**config.mk**
```make
export PLATFORM = sky130hd
export DESIGN_NAME = stopwatch_core
export DESIGN_NICKNAME = d
export VERILOG_FILES = /design/src/rtl/stopwatch_pkg.sv /design/src/rtl/sw_bcd_chain.sv /design/src/rtl/stopwatch_core.sv
export SDC_FILE = /design/constraint.sdc
export NUM_CORES = 1
export LEC_CHECK = 0
export BUFFER_PORTS_ARGS = -buffer_cell sky130_fd_sc_hd__buf_2
export CAP_MARGIN = 20
export CORE_ASPECT_RATIO = 1.5
export CORE_MARGIN = 3
export CORE_UTILIZATION = 47
export CTS_BUF_LIST = sky130_fd_sc_hd__clkbuf_4
export CTS_CLUSTER_SIZE = 8
export DETAILED_ROUTE_END_ITERATION = 7
export GPL_ROUTABILITY_DRIVEN = 0
export HOLD_SLACK_MARGIN = 0.02
export PLACE_DENSITY = 0.66
export SYNTH_ARGS = -nofsm -noshare
export SYNTH_HDL_FRONTEND = slang
export SYNTH_HIERARCHICAL = 1
export SYNTH_SLANG_ARGS = --single-unit
```
**constraint.sdc**
```tcl
create_clock -name sys_clk -period 2.8 [get_ports sys_clk]
set_input_delay 0.28 -clock sys_clk [delete_from_list [all_inputs] [get_ports sys_clk]]
set_output_delay 0.28 -clock sys_clk [all_outputs]
set_load 0.01 [all_outputs]
```
**src/rtl/stopwatch_pkg.sv**
```systemverilog
// Packed BCD time-word layout and per-digit limits shared by the stopwatch core.
// Digit order, LSB first: cs_ones, cs_tens, sec_ones, sec_tens, minutes.
package stopwatch_pkg;

  typedef logic [3:0] bcd_digit_t;

  localparam int CS_ONES_LSB  = 0;
  localparam int CS_TENS_LSB  = 4;
  localparam int SEC_ONES_LSB = 8;
  localparam int SEC_TENS_LSB = 12;
  localparam int MIN_LSB      = 16;

  localparam bcd_digit_t CS_ONES_MAX   = 4'd9;
  localparam bcd_digit_t CS_TENS_MAX   = 4'd9;
  localparam bcd_digit_t SEC_ONES_MAX  = 4'd9;
  localparam bcd_digit_t SEC_TENS_MAX  = 4'd5;
  localparam bcd_digit_t MIN_DIGIT_MAX = 4'd9;

  function automatic int min_width(input int min_digits);
    return 4 * min_digits;
  endfunction

  function automatic int word_width(input int min_digits);
    return MIN_LSB + min_width(min_digits);
  endfunction

  // Largest legal value of the digit at position idx (0 = cs_ones).
  function automatic bcd_digit_t digit_limit(input int idx);
    bcd_digit_t lim;
    case (4 * idx)
      CS_ONES_LSB:  lim = CS_ONES_MAX;
      CS_TENS_LSB:  lim = CS_TENS_MAX;
      SEC_ONES_LSB: lim = SEC_ONES_MAX;
      SEC_TENS_LSB: lim = SEC_TENS_MAX;
      default:      lim = MIN_DIGIT_MAX;
    endcase
    return lim;
  endfunction

endpackage

```
**src/rtl/sw_bcd_chain.sv**
```systemverilog
// Combinational +1 / -1 step of the packed BCD time word with ripple carry/borrow.
// wrap flags a carry (or borrow) out of the top digit; next_zero flags an all-zero result.
module sw_bcd_chain
  import stopwatch_pkg::*;
#(
  parameter int MIN_DIGITS = 2
) (
  input  logic [word_width(MIN_DIGITS)-1:0] value,
  input  logic                              down,
  output logic [word_width(MIN_DIGITS)-1:0] next_value,
  output logic                              wrap,
  output logic                              next_zero
);

  localparam int ND = word_width(MIN_DIGITS) / 4;

  logic       carry;
  bcd_digit_t d;

  // NOTE: combinational blocks use blocking '=' so each digit sees the carry
  // produced by the digit below it within the same evaluation; registers use '<='.
  always_comb begin
    next_value = value;
    carry      = 1'b1;
    d          = '0;
    for (int i = 0; i < ND; i++) begin
      d = value[4*i +: 4];
      if (carry) begin
        if (down) begin
          if (d == 4'd0) begin
            d = digit_limit(i);
          end else begin
            d     = d - 4'd1;
            carry = 1'b0;
          end
        end else begin
          if (d == digit_limit(i)) begin
            d = 4'd0;
          end else begin
            d     = d + 4'd1;
            carry = 1'b0;
          end
        end
      end
      next_value[4*i +: 4] = d;
    end
  end

  assign wrap      = carry;
  assign next_zero = (next_value == '0);

endmodule

```
**src/rtl/stopwatch_core.sv**
```systemverilog
// Centisecond stopwatch with up/down modes, sticky expired/overflow flags and a
// circular lap store; all state lives here, the BCD arithmetic is in sw_bcd_chain.
module stopwatch_core
  import stopwatch_pkg::*;
#(
  parameter int CLK_HZ     = 100_000_000,
  parameter int TICK_HZ    = 100,
  parameter int MIN_DIGITS = 2,
  parameter int LAP_DEPTH  = 4
) (
  input  logic                              sys_clk,
  input  logic                              sys_rst,
  input  logic                              key_start,
  input  logic                              key_lap,
  input  logic                              key_clear,
  input  logic                              count_down,
  input  logic [word_width(MIN_DIGITS)-1:0] preset_bcd,
  input  logic [$clog2(LAP_DEPTH)-1:0]      lap_sel,
  output logic [word_width(MIN_DIGITS)-1:0] time_bcd,
  output logic                              running,
  output logic                              expired,
  output logic                              overflow,
  output logic [word_width(MIN_DIGITS)-1:0] lap_bcd,
  output logic [$clog2(LAP_DEPTH):0]        lap_count
);

  localparam int W   = word_width(MIN_DIGITS);
  localparam int DIV = CLK_HZ / TICK_HZ;
  localparam int PW  = (DIV > 1) ? $clog2(DIV) : 1;
  localparam int LW  = $clog2(LAP_DEPTH);
  localparam int CW  = LW + 1;

  logic [PW-1:0] prescaler;
  logic          mode_down;
  logic          tick;
  logic          run_next;
  logic [W-1:0]  step_bcd;
  logic          step_wrap;
  logic          step_zero;

  logic [W-1:0]  lap_mem [LAP_DEPTH];
  logic [LW-1:0] wr_ptr;
  logic [LW-1:0] rd_idx;
  logic          lap_hit;

  sw_bcd_chain #(.MIN_DIGITS(MIN_DIGITS)) u_chain (
    .value      (time_bcd),
    .down       (mode_down),
    .next_value (step_bcd),
    .wrap       (step_wrap),
    .next_zero  (step_zero)
  );

  assign tick = running && (prescaler == PW'(DIV - 1));

  // NOTE: run_next gets its default before any branch so no path leaves it
  // unassigned, which would otherwise infer a latch.
  always_comb begin
    run_next = running;
    if (key_start) begin
      if (running)                             run_next = 1'b0;
      else if (!(mode_down && time_bcd == '0)) run_next = 1'b1;
    end
    if (tick && mode_down && step_zero) run_next = 1'b0;
  end

  always_ff @(posedge sys_clk) begin
    if (sys_rst) begin
      time_bcd  <= '0;
      running   <= 1'b0;
      expired   <= 1'b0;
      overflow  <= 1'b0;
      mode_down <= 1'b0;
      prescaler <= '0;
    end else if (key_clear) begin
      time_bcd  <= count_down ? preset_bcd : '0;
      running   <= 1'b0;
      expired   <= 1'b0;
      overflow  <= 1'b0;
      mode_down <= count_down;
      prescaler <= '0;
    end else begin
      running <= run_next;
      if (running) prescaler <= tick ? '0 : prescaler + PW'(1);
      if (tick) begin
        time_bcd <= step_bcd;
        if (!mode_down && step_wrap) overflow <= 1'b1;
        if (mode_down && step_zero)  expired  <= 1'b1;
      end
    end
  end

  // Most recent lap sits just behind the write pointer.
  assign rd_idx  = wr_ptr - LW'(1) - lap_sel;
  assign lap_hit = ({1'b0, lap_sel} < lap_count);

  // NOTE: the lap entries are cleared on reset because stale laps must never
  // be observable after power-up; key_clear only empties them logically.
  always_ff @(posedge sys_clk) begin
    if (sys_rst) begin
      for (int i = 0; i < LAP_DEPTH; i++) lap_mem[i] <= '0;
      wr_ptr    <= '0;
      lap_count <= '0;
      lap_bcd   <= '0;
    end else begin
      lap_bcd <= lap_hit ? lap_mem[rd_idx] : '0;
      if (key_clear) begin
        wr_ptr    <= '0;
        lap_count <= '0;
      end else if (key_lap) begin
        lap_mem[wr_ptr] <= time_bcd;
        wr_ptr          <= wr_ptr + LW'(1);
        if (lap_count != CW'(LAP_DEPTH)) lap_count <= lap_count + CW'(1);
      end
    end
  end

endmodule

```
# ---- After elaboration in Yosys (flattened, before gate mapping)
# Memory sizes are Yosys's and may differ from the RTL's. A register that Yosys moved wholly into a read port is not among the register bits.
# Index checks and enable logic that the tools add are counted.
dict set report totals {
  reg_bits 53
  latch_bits 0
  ramBits 96
  romBits 0
  input_bits 32
  output_inout_bits 54
  wordCells 127
  n_memories 1
}
# memory depth word_bits rd rd_ports_with_merged_regs wr line_no
set mem_list {}
lappend mem_list {lap_mem 4 24 1 1 4 stopwatch_core.sv:41} ;# logic [W-1:0] lap_mem [LAP_DEPTH];
dict set report classes {
  n_addsub 17
  n_mul 0
  div_mod_pow 0
  order_cmp 1
  n_eq_ne 8
  n_shift 0
  mux 68
  bitwise_logic 1
  n_reduce_logical 23
}
# op count
set ops {}
lappend ops {{two-way mux 4 bit} 30}
lappend ops {{two-way mux 24 bit} 4}
lappend ops {{zero test 24 bit} 2}
lappend ops {{two-way mux 1 bit} 32}
lappend ops {{adder 4 x 1 -> 4 bit (second input constant)} 6}
lappend ops {{== test 4 bit} 6}
lappend ops {{zero test 4 bit} 6}
lappend ops {{OR reduction 24 bit} 1}
lappend ops {{subtractor 4 x 1 -> 4 bit (second input constant)} 6}
lappend ops {{adder 20 x 1 -> 20 bit (second input constant)} 1}
lappend ops {{== test 20 bit (second input constant)} 1}
lappend ops {{two-way mux 20 bit} 1}
lappend ops {{logical AND 1 bit} 6}
lappend ops {{AND reduction 2 bit} 3}
lappend ops {{OR reduction 2 bit} 2}
lappend ops {{adder 3 x 1 -> 3 bit (second input constant)} 1}
lappend ops {{less-than comparator 2 x 3 -> 1 bit} 1}
lappend ops {{inequality test 3 bit (second input constant)} 1}
lappend ops {{OR reduction 3 bit} 1}
lappend ops {{adder 2 x 1 -> 2 bit (second input constant)} 1}
lappend ops {{two-way mux 2 bit} 1}
lappend ops {{nonzero test 2 bit} 1}
lappend ops {{subtractor 2 x 1 -> 2 bit (second input constant)} 1}
lappend ops {{subtractor 2 bit} 1}
lappend ops {{other kinds (2)} 2}

# ---- Logic depth before layout (Yosys ltp)
# Gate-level depths: netlist of run 1.
dict set report depth {
  ltp_word 32
  ltp_mapped 12
  ltp_nobuf 10
}

# ---- Hierarchy
# The synthesis of run 1 kept the hierarchy.
# module instances cells_each area_each_um2 seq_area_each_um2
set by_module_without_submodules {}
lappend by_module_without_submodules {stopwatch_core 1 631 7402.1 4424.2}
lappend by_module_without_submodules {sw_bcd_chain 1 260 1620.3 0.0}

# ---- Worst setup path before layout of run 1
# No wires, ideal clock.
dict set report synth_timing {
  kind {flip-flop to flip-flop}
  start {register time_bcd[3]}
  end {register running}
  setup_time_ps 127
  arrival_time_ps 2543
  required_time_ps 2673
  slack_ps 129
  stages_incl_launch_ff 12
  path_buffers 1
  period_less_slack_ps 2671
  path_cell_list {dfxtp_1 -> buf_2 -> and3b_1 -> o21ai_2 -> nor4_2 -> o21ai_0 -> a221o_1 -> a2111o_1 -> nor4_2 -> nand2_1 -> nor3_2 -> a211oi_1}
}
dict set report synth_via {
  elab_cells_between_ends 26
  cone_classes {2 x add/sub; 1 x eq/ne; 17 x mux; 6 x reduce/logical}
}
# item line_no
set synth_lines {}
lappend synth_lines {{start, declared} stopwatch_core.sv:19} ;# output logic [word_width(MIN_DIGITS)-1:0] time_bcd,
lappend synth_lines {{start signal, assigned} stopwatch_core.sv:76} ;# time_bcd <= count_down ? preset_bcd : '0;
lappend synth_lines {{start signal, assigned} stopwatch_core.sv:86} ;# time_bcd <= step_bcd;
lappend synth_lines {{== test 4 bit / zero test 4 bit (equally long branches)} {sw_bcd_chain.sv:37, sw_bcd_chain.sv:30}}
lappend synth_lines {{two-way mux 1 bit, on equally long branches} {sw_bcd_chain.sv:37, sw_bcd_chain.sv:30}}
lappend synth_lines {{two-way mux 1 bit *} sw_bcd_chain.sv:29} ;# if (down) begin
lappend synth_lines {{two-way mux 1 bit *} sw_bcd_chain.sv:28} ;# if (carry) begin
lappend synth_lines {{two-way mux 4 bit *} sw_bcd_chain.sv:28}
lappend synth_lines {{named net step_bcd[10]} stopwatch_core.sv:37} ;# logic [W-1:0] step_bcd;
lappend synth_lines {{zero test 24 bit *} sw_bcd_chain.sv:50} ;# assign next_zero = (next_value == '0);
lappend synth_lines {{named net step_zero} stopwatch_core.sv:39} ;# logic step_zero;
lappend synth_lines {{logical AND 1 bit *} stopwatch_core.sv:64} ;# if (tick && mode_down && step_zero) run_next = 1'b0;
lappend synth_lines {{OR reduction 3 bit (no line) *} --}
lappend synth_lines {{end signal, assigned} stopwatch_core.sv:83} ;# running <= run_next;
lappend synth_lines {{end, declared} stopwatch_core.sv:20} ;# output logic running,
# Mark *: on every way through the listed nets, which the timed path passes. The rest lies on a longest branch.
# A chain may end at the register's enable or synchronous reset.

# ---- Worst setup path after layout of run 1
dict set report layout_timing {
  start {register mode_down}
  end {register running}
}
dict set report layout_via {
  elab_chain_len 9
  elab_cells_between_ends 27
  cone_classes {22 x mux; 5 x reduce/logical}
}
# item line_no
set layout_rtl {}
lappend layout_rtl {{start, declared} stopwatch_core.sv:34} ;# logic mode_down;
lappend layout_rtl {{start signal, assigned} stopwatch_core.sv:80} ;# mode_down <= count_down;
lappend layout_rtl {{two-way mux 1 bit} sw_bcd_chain.sv:29}
lappend layout_rtl {{two-way mux 1 bit (4 in a row)} sw_bcd_chain.sv:28}
lappend layout_rtl {{two-way mux 4 bit *} sw_bcd_chain.sv:28}
lappend layout_rtl {{named net step_bcd[23]} stopwatch_core.sv:37}
lappend layout_rtl {{zero test 24 bit *} sw_bcd_chain.sv:50}
lappend layout_rtl {{named net step_zero} stopwatch_core.sv:39}
lappend layout_rtl {{logical AND 1 bit *} stopwatch_core.sv:64}
lappend layout_rtl {{OR reduction 3 bit (no line) *} --}
# Marks and branches as above.

==> results of run 1 <==
layer usage:
metal  up-vias  GRT usage (%)  part of all wire (%)
met3        55           3.99                   4.2
li1       3522              -                     -
met5         -              0                     0
met4         0           8.55                   3.2
met2       217           40.6                    53
met1      3507           25.5                    39
path summary, 6_finish.rpt:
kind	start	endpoint	slack, ns	cells past startpoint
max	mode_down	running	-0.02	12
min	preset_bcd[2]	time_bcd[2]	0.06	3
max reg2reg	mode_down	running	-0.02	12
min reg2reg	expired	expired	0.51	1
synthesized netlist by cell type, types with 3 or more instances:
master and count:
o21ai_0 48, nand2_1 29, or4_1 3, xor2_1 8, or3_1 10, nor2b_1 7, nor4_1 11, and2_1 102
and3b_1 5, and3_1 3, nand2b_1 14, a31oi_1 3, xnor2_1 20, and4_1 3, o31ai_1 5, buf_6 3
a22oi_1 4, dfxtp_1 77, inv_1 16, a211oi_1 5, o211ai_1 8, ha_1 5, nand4_1 16, or2_2 5
nor4b_1 5, buf_2 16, a41oi_1 3, o22ai_1 27, clkbuf_1 45, nor3b_1 5, nor2_1 52, mux2i_1 51
nand3_1 37, a21oi_1 52, a311oi_1 24, buf_1 4, nor3_1 12, edfxtp_1 96
area by class of cell:
cell class | instances | area (um^2) | share of cell area, %
Sequential cell | 173 | 4430 | 42.5
Multi-Input combinational cell | 631 | 4330 | 41.5
Timing Repair Buffer | 156 | 1010 | 9.68
Tap cell | 252 | 315 | 3.03
Clock buffer | 19 | 143 | 1.37
Clock inverter | 13 | 118 | 1.13
Inverter | 18 | 71.3 | 0.685
Antenna cell | 1 | 2.50 | 0.0240
worst max-delay path, delay by kind of cell (launching register included):
kind	cells	cell delay, ns
buffers and inverters	2	0.28
and+or+nand+nor	5	1.16
AOI/OAI and AO/OA	5	0.85
DFF	1	0.42
cells by family after synthesis:
logic type | Yosys count | synth area share (%)
AOI/OAI and AO/OA | 206 | 15.0
xor gates and xnor gates | 28 | 2.72
adders and majority gates | 5 | 0.693
buffers and inverters | 87 | 4.10
DFF | 173 | 49.0
muxes | 51 | 5.66
and+or+nand+nor | 341 | 22.8
per-stage QoR:
stage / std cells / TNS (ns)
2_1_floorplan: 891 / 0
3_3_place_gp: 1219 / 0
3_5_place_dp: 1219 / -0.0239
4_1_cts: 1258 / 0
5_1_grt: 1263 / -0.245
6_report: 1263 / -0.0176
flip-flops by register name (all words and copies together), names as in the netlist, 2 cells and up:
| name | cells |
|---|---|
| lap_mem | 96 |
| lap_bcd | 24 |
| time_bcd | 24 |
| prescaler | 20 |
| lap_count | 3 |
| wr_ptr | 2 |
repair_timing:
action                     in CTS  in global routing
resized for setup               2                 20
pin swaps                       0                  1
setup endpoints to repair       2                  2
setup buffers                   0                  4
hold endpoints to repair        7                  0
hold buffers                    7                  0
report_power, final:
group	leakage (nW)	switching [mW]	total [mW]	internal (mW)
logic	2.21	0.448	0.754	0.306
registers	1.62	0.0597	2.83	2.77
clock network	0.150	0.878	1.35	0.471
total	3.98	1.39	4.94	3.55
==> flow_summary_export.csv, run 1 <==
group,metric,value,unit
yosys,synthArstFlopShare,0,%
route,wl_per_cell,18.4,um
setup_path,start_kind,"flip-flop",
die,die_y,176,um
clock_network,clockBufferDepth,2,
power_and_ir_drop,leakage,3.98,nW
finish,layout_common_cells,"102 x and2_1, 96 x edfxtp_1, 85 x buf_2",
job,cap_violations,0,
yosys,synth_cell_types,77,
timing,setup_viol,1,
global_routing,track_usage,22.2,%
setup_path,critical_path_class,"reg -> reg",
route,vias,7301,
timing,finalMaxSlewViolations,0,
placed_design,numPortBuffers,85,
outcome,status,"finished, violations left",
finish,postLayoutCoreUtil,55.7,%
die,initial_core_util,48.3,%
global_routing,grt_pass1_vias,7050,
timing,skew,0.0206,ns
yosys,ys_warn_count,6,
yosys,synth_area_leaders,"edfxtp_1 32%, dfxtp_1 17%, and2_1 7.1%",
die,die_area,20900,um^2
die,die_w,119,um
route,firstDrtPassIters,7,
global_routing,grt-ovfl-total,0,
setup_path,max_stage_delay,0.42,ns
finish,num-nets-final,1034,
yosys,yosysSeqAreaShare,49.0,%
route,drc_errors,0,
timing,tightest_slew,0.695,ns
power_and_ir_drop,power_density,474,nW/um^2
finish,fin_area,10400,um^2
timing,rsz0062_at_grt,"true",
power_and_ir_drop,vdd_drop_max,0.291,mV
route,routed_wl,23200,um
global_routing,antenna_found_initial,1,
die,rows,61,
timing,fin_crit_sh,101,%
global_routing,grt_max_degree,51,
yosys,synth.top_cell.area_share,32.0,%
clock_network,htreeDepth,4,
setup_path,arrival,3.25,ns
placed_design,placed_area,9950,um^2
placed_design,post-dp-hpwl,15400,um
setup_path,worstPathRequired,3.24,ns
finish,syn2layout_area_growth,15.4,%
setup_path,cp_max_fo,6,
route,postRouteAntennaNets,0,
timing,maxSlewHeadroom,53.7,%
route,viasPerCell,5.78,
yosys,synth_seq_cells,173,
yosys,syn_inst,891,
timing,min_period,2.82,ns
route,dr.first_iter.drc_count,763,
timing,whs,0.0588,ns
yosys,syn_area,9020,um^2
yosys,synth_edf_count,96,
die,coreArea,18700,um^2
timing,worst_slack,-0.0176,ns
global_routing,grt_first_pass_wirelength,36800,um
setup_path,worst_setup_path_end_kind,"flip-flop",
clock_network,clock_sinks,173,
timing,hold_viol,0,
finish,layout_commonest_cell,"and2_1",
clock_network,root_buffer,"clkbuf_4",
clock_network,cts-buffers-inserted,17,
finish,drive_above_1_share,21.6,%
clock_network,cts_tree,"built",
power_and_ir_drop,fin_total_pwr,4.94,mW
min_path,hp-class,"in -> reg",
placed_design,dp_slack,-0.0239,ns
outcome,violations,"setup timing",
finish,fill_cells,1676,
yosys,yosysTopAreaCell,"edfxtp_1",
setup_path,path_cells,"buf_6, nor3b_4, o21ai_4, buf_6, nor4_4, a21bo_1, o311ai_4, a2111o_1, nor4_2, nand2_1, nor3_2, a211oi_1",
clock_network,insertion_delay,0.56,ns
yosys,synth_nets,928,
setup_path,critPathSlowestCell,"dfxtp_4",
yosys,synth-main-ff-cell,"edfxtp_1",
setup_path,crit_top_cell,"buf_6",
timing,fmax,355,MHz
clock_network,path_clk_slew,0.14,ns
die,io_pins,86,
yosys,syn_avg_cell_area,10.1,um^2
Power figures use the tool's default switching activity.
==> inputs of run 2 (changes only) <==
Settings changed: CTS_BUF_LIST sky130_fd_sc_hd__clkbuf_4 to not set.
==> flow_summary_export.csv, run 2 (synthesized netlist as in run 1, its figures left out) <==
group,metric,value,unit
timing,skew,0.00840,ns
timing,fmax,364,MHz
outcome,status,"finished, final reports clean",
route,routed_wl,23000,um
finish,fin_area,10600,um^2
finish,largest_reg_flops,96,
power_and_ir_drop,p_sw,1.50,mW
route,viasPerCell,5.82,
setup_path,start_kind,"flip-flop",
clock_network,path_clk_slew,0.06,ns
timing,maxSlewHeadroom,53.8,%
clock_network,root_buffer,"clkbuf_16",
global_routing,antenna_found_initial,0,
route,dr.first_iter.drc_count,638,
power_and_ir_drop,vdd_drop_max,0.331,mV
job,cap_violations,0,
die,coreArea,18700,um^2
global_routing,grt_pass1_vias,7054,
min_path,hp-class,"in -> reg",
timing,finalMaxSlewViolations,0,
setup_path,critPathSlowestCell,"a2111o_1",
clock_network,insertion_delay,0.43,ns
finish,num_antenna_cells,0,
finish,num-nets-final,1026,
finish,regMostFlops,"lap_mem",
setup_path,crit_buf_inv,1,
global_routing,grt-ovfl-total,0,
timing,final.setup.tns,0,ns
setup_path,cp_max_fo,6,
clock_network,hold_buffers,0,
power_and_ir_drop,fin_total_pwr,5.82,mW
timing,fin_crit_sh,98.2,%
power_and_ir_drop,pwr-share-comb,12.6,%
clock_network,cts-buffers-inserted,17,
clock_network,cts_tree,"built",
timing,hold_viol,0,
timing,min_period,2.75,ns
setup_path,arrival,3.05,ns
finish,syn2layout_area_growth,17.6,%
setup_path,max_stage_delay,0.40,ns
setup_path,path_cells,"buf_6, and3b_1, o21ai_4, nor2_1, a32o_1, a221o_1, a2111o_1, nor4_2, nand2_1, nor3_2, a211oi_1",
setup_path,worst_setup_path_end_kind,"flip-flop",
finish,layout_common_cells,"102 x and2_1, 96 x edfxtp_1, 85 x buf_2",
die,io_pins,86,
setup_path,worstPathRequired,3.10,ns
route,vias,7302,
power_and_ir_drop,leakage,4.06,nW
setup_path,critical_path_class,"reg -> reg",
global_routing,track_usage,22.2,%
timing,rsz0062_at_grt,"true",
finish,layout_commonest_cell,"and2_1",
power_and_ir_drop,power_density,549,nW/um^2
route,firstDrtPassIters,5,
route,postRouteAntennaNets,0,
route,wl_per_cell,18.3,um
route,drc_errors,0,
power_and_ir_drop,netSwitchingFraction,25.7,%
placed_design,post-dp-hpwl,15400,um
die,rows,61,
timing,tightest_slew,0.692,ns
die,initial_core_util,48.3,%
finish,fill_cells,1629,
power_and_ir_drop,p_int,4.32,mW
die,die_w,119,um
placed_design,placed_area,9950,um^2
power_and_ir_drop,pwr-share-clk,38.7,%
placed_design,numPortBuffers,85,
clock_network,clockBufferDepth,2,
die,die_area,20900,um^2
global_routing,grt_first_pass_wirelength,36700,um
finish,drive_above_1_share,21.2,%
global_routing,grt_max_degree,51,
clock_network,clock_sinks,173,
power_and_ir_drop,seq_power_share,48.7,%
finish,top_regs,"lap_mem (96), lap_bcd (24), time_bcd (24)",
timing,setup_viol,0,
clock_network,htreeDepth,4,
die,die_y,176,um
setup_path,cp_top_family,"compound AO/OA/AOI/OAI gates",
## run 2: per-stage QoR
stage | hold slack (ns) | util (%) | worst slack [ns] | std cells
3_3_place_gp | 0.468 | 53.2 | 0.0136 | 1219
2_1_floorplan | 0.428 | - | 0.129 | 891
3_5_place_dp | 0.462 | 53.2 | -0.0239 | 1219
4_1_cts | 0.143 | 56.3 | 0.0387 | 1251
6_report | 0.155 | 56.7 | 0.0517 | 1254
5_1_grt | 0.156 | 56.7 | -0.0761 | 1254
## run 2: repair_timing
action / 4_1_cts / 5_1_grt
hold endpoints to repair: 0 / 0
cloned: 0 / 0
setup endpoints to repair: 2 / 2
pin swaps: 0 / 1
buffers inserted: 0 / 3
gates resized for setup: 2 / 13
## run 2: path summary, 6_finish.rpt
| path | from | endpoint | slack (ns) | cells after the start |
|---|---|---|---|---|
| setup / recovery | mode_down | running | 0.05 | 11 |
| hold / removal | key_start | running | 0.16 | 3 |
| setup reg to reg | mode_down | running | 0.05 | 11 |
| hold reg to reg | expired | expired | 0.49 | 1 |
## run 2: layer usage
layer / track usage (%) / part of all wire [%] / wire (um) / up-vias
li1: - / - / - / 3498
met1: 25.7 / 39 / 8920 / 3514
met2: 40.1 / 53 / 12200 / 230
met3: 3.51 / 4.8 / 1110 / 60
met4: 9.96 / 3.4 / 779 / 0
met5: 0 / 0 / 0 / -
## run 2: cell type report
type	instances	area, um^2	area share [%]
flip-flops and latches	173	4430	41.7
repair buffers	148	931	8.77
clock buffers	22	485	4.58
well taps	252	315	2.97
multi-input cells	631	4300	40.6
clock inverters	10	80.1	0.755
inverters	18	67.6	0.637
## run 2: power groups by stage
stage	sequential (mW)	combinational (mW)	clock [mW]
floorplan	2.91	0.429	0
global placement	2.89	0.711	0
detailed placement	2.89	0.714	0
CTS	2.83	0.718	2.28
global route	2.85	0.798	2.40
finish	2.84	0.735	2.25
## run 2: worst register-to-register path: stages (launching register included)
cell and delay (ns):
dfxtp_4 0.39, buf_6 0.12, and3b_1 0.21, o21ai_4 0.22, nor2_1 0.11, a32o_1 0.25, a221o_1 0.31, a2111o_1 0.40
nor4_2 0.22, nand2_1 0.14, nor3_2 0.16, a211oi_1 0.07
==> inputs of run 3 (changes only) <==
Clock period 2.8 ns to 2.56 ns, I/O delays scaled along.
==> flow_summary_export.csv, run 3 (synthesized netlist as in run 1, its figures left out) <==
group,metric,value,unit
route,firstDrtPassIters,6,
timing,hold_viol,0,
timing,maxSlewHeadroom,49.8,%
finish,layout_common_cells,"102 x and2_1, 96 x edfxtp_1, 85 x buf_2",
die,die_y,176,um
outcome,status,"finished, violations left",
global_routing,grt_pass1_vias,7439,
finish,num-nets-final,1048,
setup_path,arrival,2.97,ns
route,viasPerCell,5.80,
clock_network,insertion_delay,0.43,ns
clock_network,clock_sinks,173,
placed_design,numPortBuffers,85,
global_routing,grt_max_degree,51,
timing,worst_slack,-0.107,ns
setup_path,critical_path_class,"reg -> reg",
global_routing,busiest_layer,"met2",
finish,largest_reg_flops,96,
timing,setup_viol,3,
clock_network,hold_buffers,0,
finish,syn2layout_area_growth,20.4,%
route,wl_per_cell,18.7,um
route,vias,7404,
timing,final.setup.tns,-0.253,ns
power_and_ir_drop,power_density,594,nW/um^2
finish,drive_above_1_share,24.4,%
route,drc_errors,0,
global_routing,antenna_found_initial,0,
finish,final_cells,1276,
power_and_ir_drop,leakage,4.19,nW
clock_network,cts-buffers-inserted,17,
clock_network,cts_tree,"built",
timing,fmax,375,MHz
finish,top_regs,"lap_mem (96), lap_bcd (24), time_bcd (24)",
die,die_w,119,um
finish,fill_cells,1615,
timing,skew,0.0108,ns
min_path,hp-class,"in -> reg",
route,postRouteAntennaNets,0,
placed_design,dp.cells,1237,
job,cap_violations,0,
global_routing,grt_first_pass_wirelength,38100,um
outcome,violations,"setup timing",
setup_path,ff2ff_setup_slack,-0.11,ns
finish,seqCellArea,4440,um^2
global_routing,grt-ovfl-total,0,
setup_path,start_kind,"flip-flop",
setup_path,worstPathRequired,2.86,ns
global_routing,track_usage,23.0,%
global_routing,grt.met3_usage,3.77,%
clock_network,htreeDepth,4,
timing,rsz0062_at_grt,"true",
timing,fin_crit_sh,104,%
route,routed_wl,23800,um
placed_design,post-dp-hpwl,15900,um
timing,finalMaxSlewViolations,0,
setup_path,cp_max_fo,6,
finish,multi_input_area,4340,um^2
finish,num_antenna_cells,0,
finish,layout_commonest_cell,"and2_1",
timing,tightest_slew,0.750,ns
clock_network,root_buffer,"clkbuf_16",
timing,min_period,2.67,ns
clock_network,path_clk_slew,0.07,ns
power_and_ir_drop,vdd_drop_max,0.370,mV
timing,whs,0.124,ns
setup_path,worst_setup_path_end_kind,"flip-flop",
placed_design,placed_area,10100,um^2
die,die_area,20900,um^2
die,io_pins,86,
route,dr.first_iter.drc_count,660,
clock_network,clockBufferDepth,2,
die,coreArea,18700,um^2
global_routing,grt_use_met2,42.3,%
global_routing,grtUsageMet1,25.8,%
finish,fin_area,10900,um^2
die,initial_core_util,48.3,%
die,rows,61,
finish,regMostFlops,"lap_mem",
[run 3: timing repair]
| item | CTS | global route |
|---|---|---|
| pin swaps | 5 | 8 |
| gates resized for setup | 15 | 7 |
| setup endpoints to repair | 3 | 6 |
| setup buffers | 6 | 1 |
[run 3: worst max-delay path: stages (launching register included)]
cell and delay [ns]:
dfxtp_4 0.37, buf_6 0.13, and3b_2 0.25, o211ai_2 0.12, buf_6 0.17, or3_4 0.37
o21ai_2 0.13, nand4_1 0.12, or3_4 0.42, nor4_4 0.14, nand2_1 0.09, nor3_2 0.15
a211oi_1 0.07
[run 3: through the flow]
stage | worst slack (ns) | utilization (%) | power (mW)
after detailed placement | -0.107 | 54.2 | 3.97
after global routing | -0.244 | 58.1 | 6.67
final | -0.107 | 58.1 | 6.45
after floorplan | -0.0216 | - | 3.66
after CTS | -0.0720 | 57.9 | 6.47
after global placement | -0.0750 | 54.2 | 3.96
[run 3: worst paths after layout]
kind	startpoint	endpoint	depth (start not counted)
max	mode_down	running	12
min	key_start	running	3
max reg2reg	mode_down	running	12
min reg2reg	expired	expired	1
[run 3: metal layers]
metal  up-vias  wire, um  share of wire (%)
met1      3591      9400                 39
met2       208     12600                 53
met3        56       962                4.0
met4         0       816                3.4
met5         -         0                  0
li1       3549         -                  -
[run 3: power breakdown]
part,internal (mW),switching [mW]
clock network,1.29,1.22
registers,3.03,0.0599
logic,0.347,0.504
total,4.68,1.78
[run 3: layout make-up]
type | count | area share [%]
Timing Repair Buffer | 170 | 10.4
Sequential cell | 173 | 40.9
Inverter | 18 | 0.657
Clock inverter | 15 | 1.36
Tap cell | 252 | 2.90
Multi-Input combinational cell | 631 | 40.0
Clock buffer | 17 | 3.92
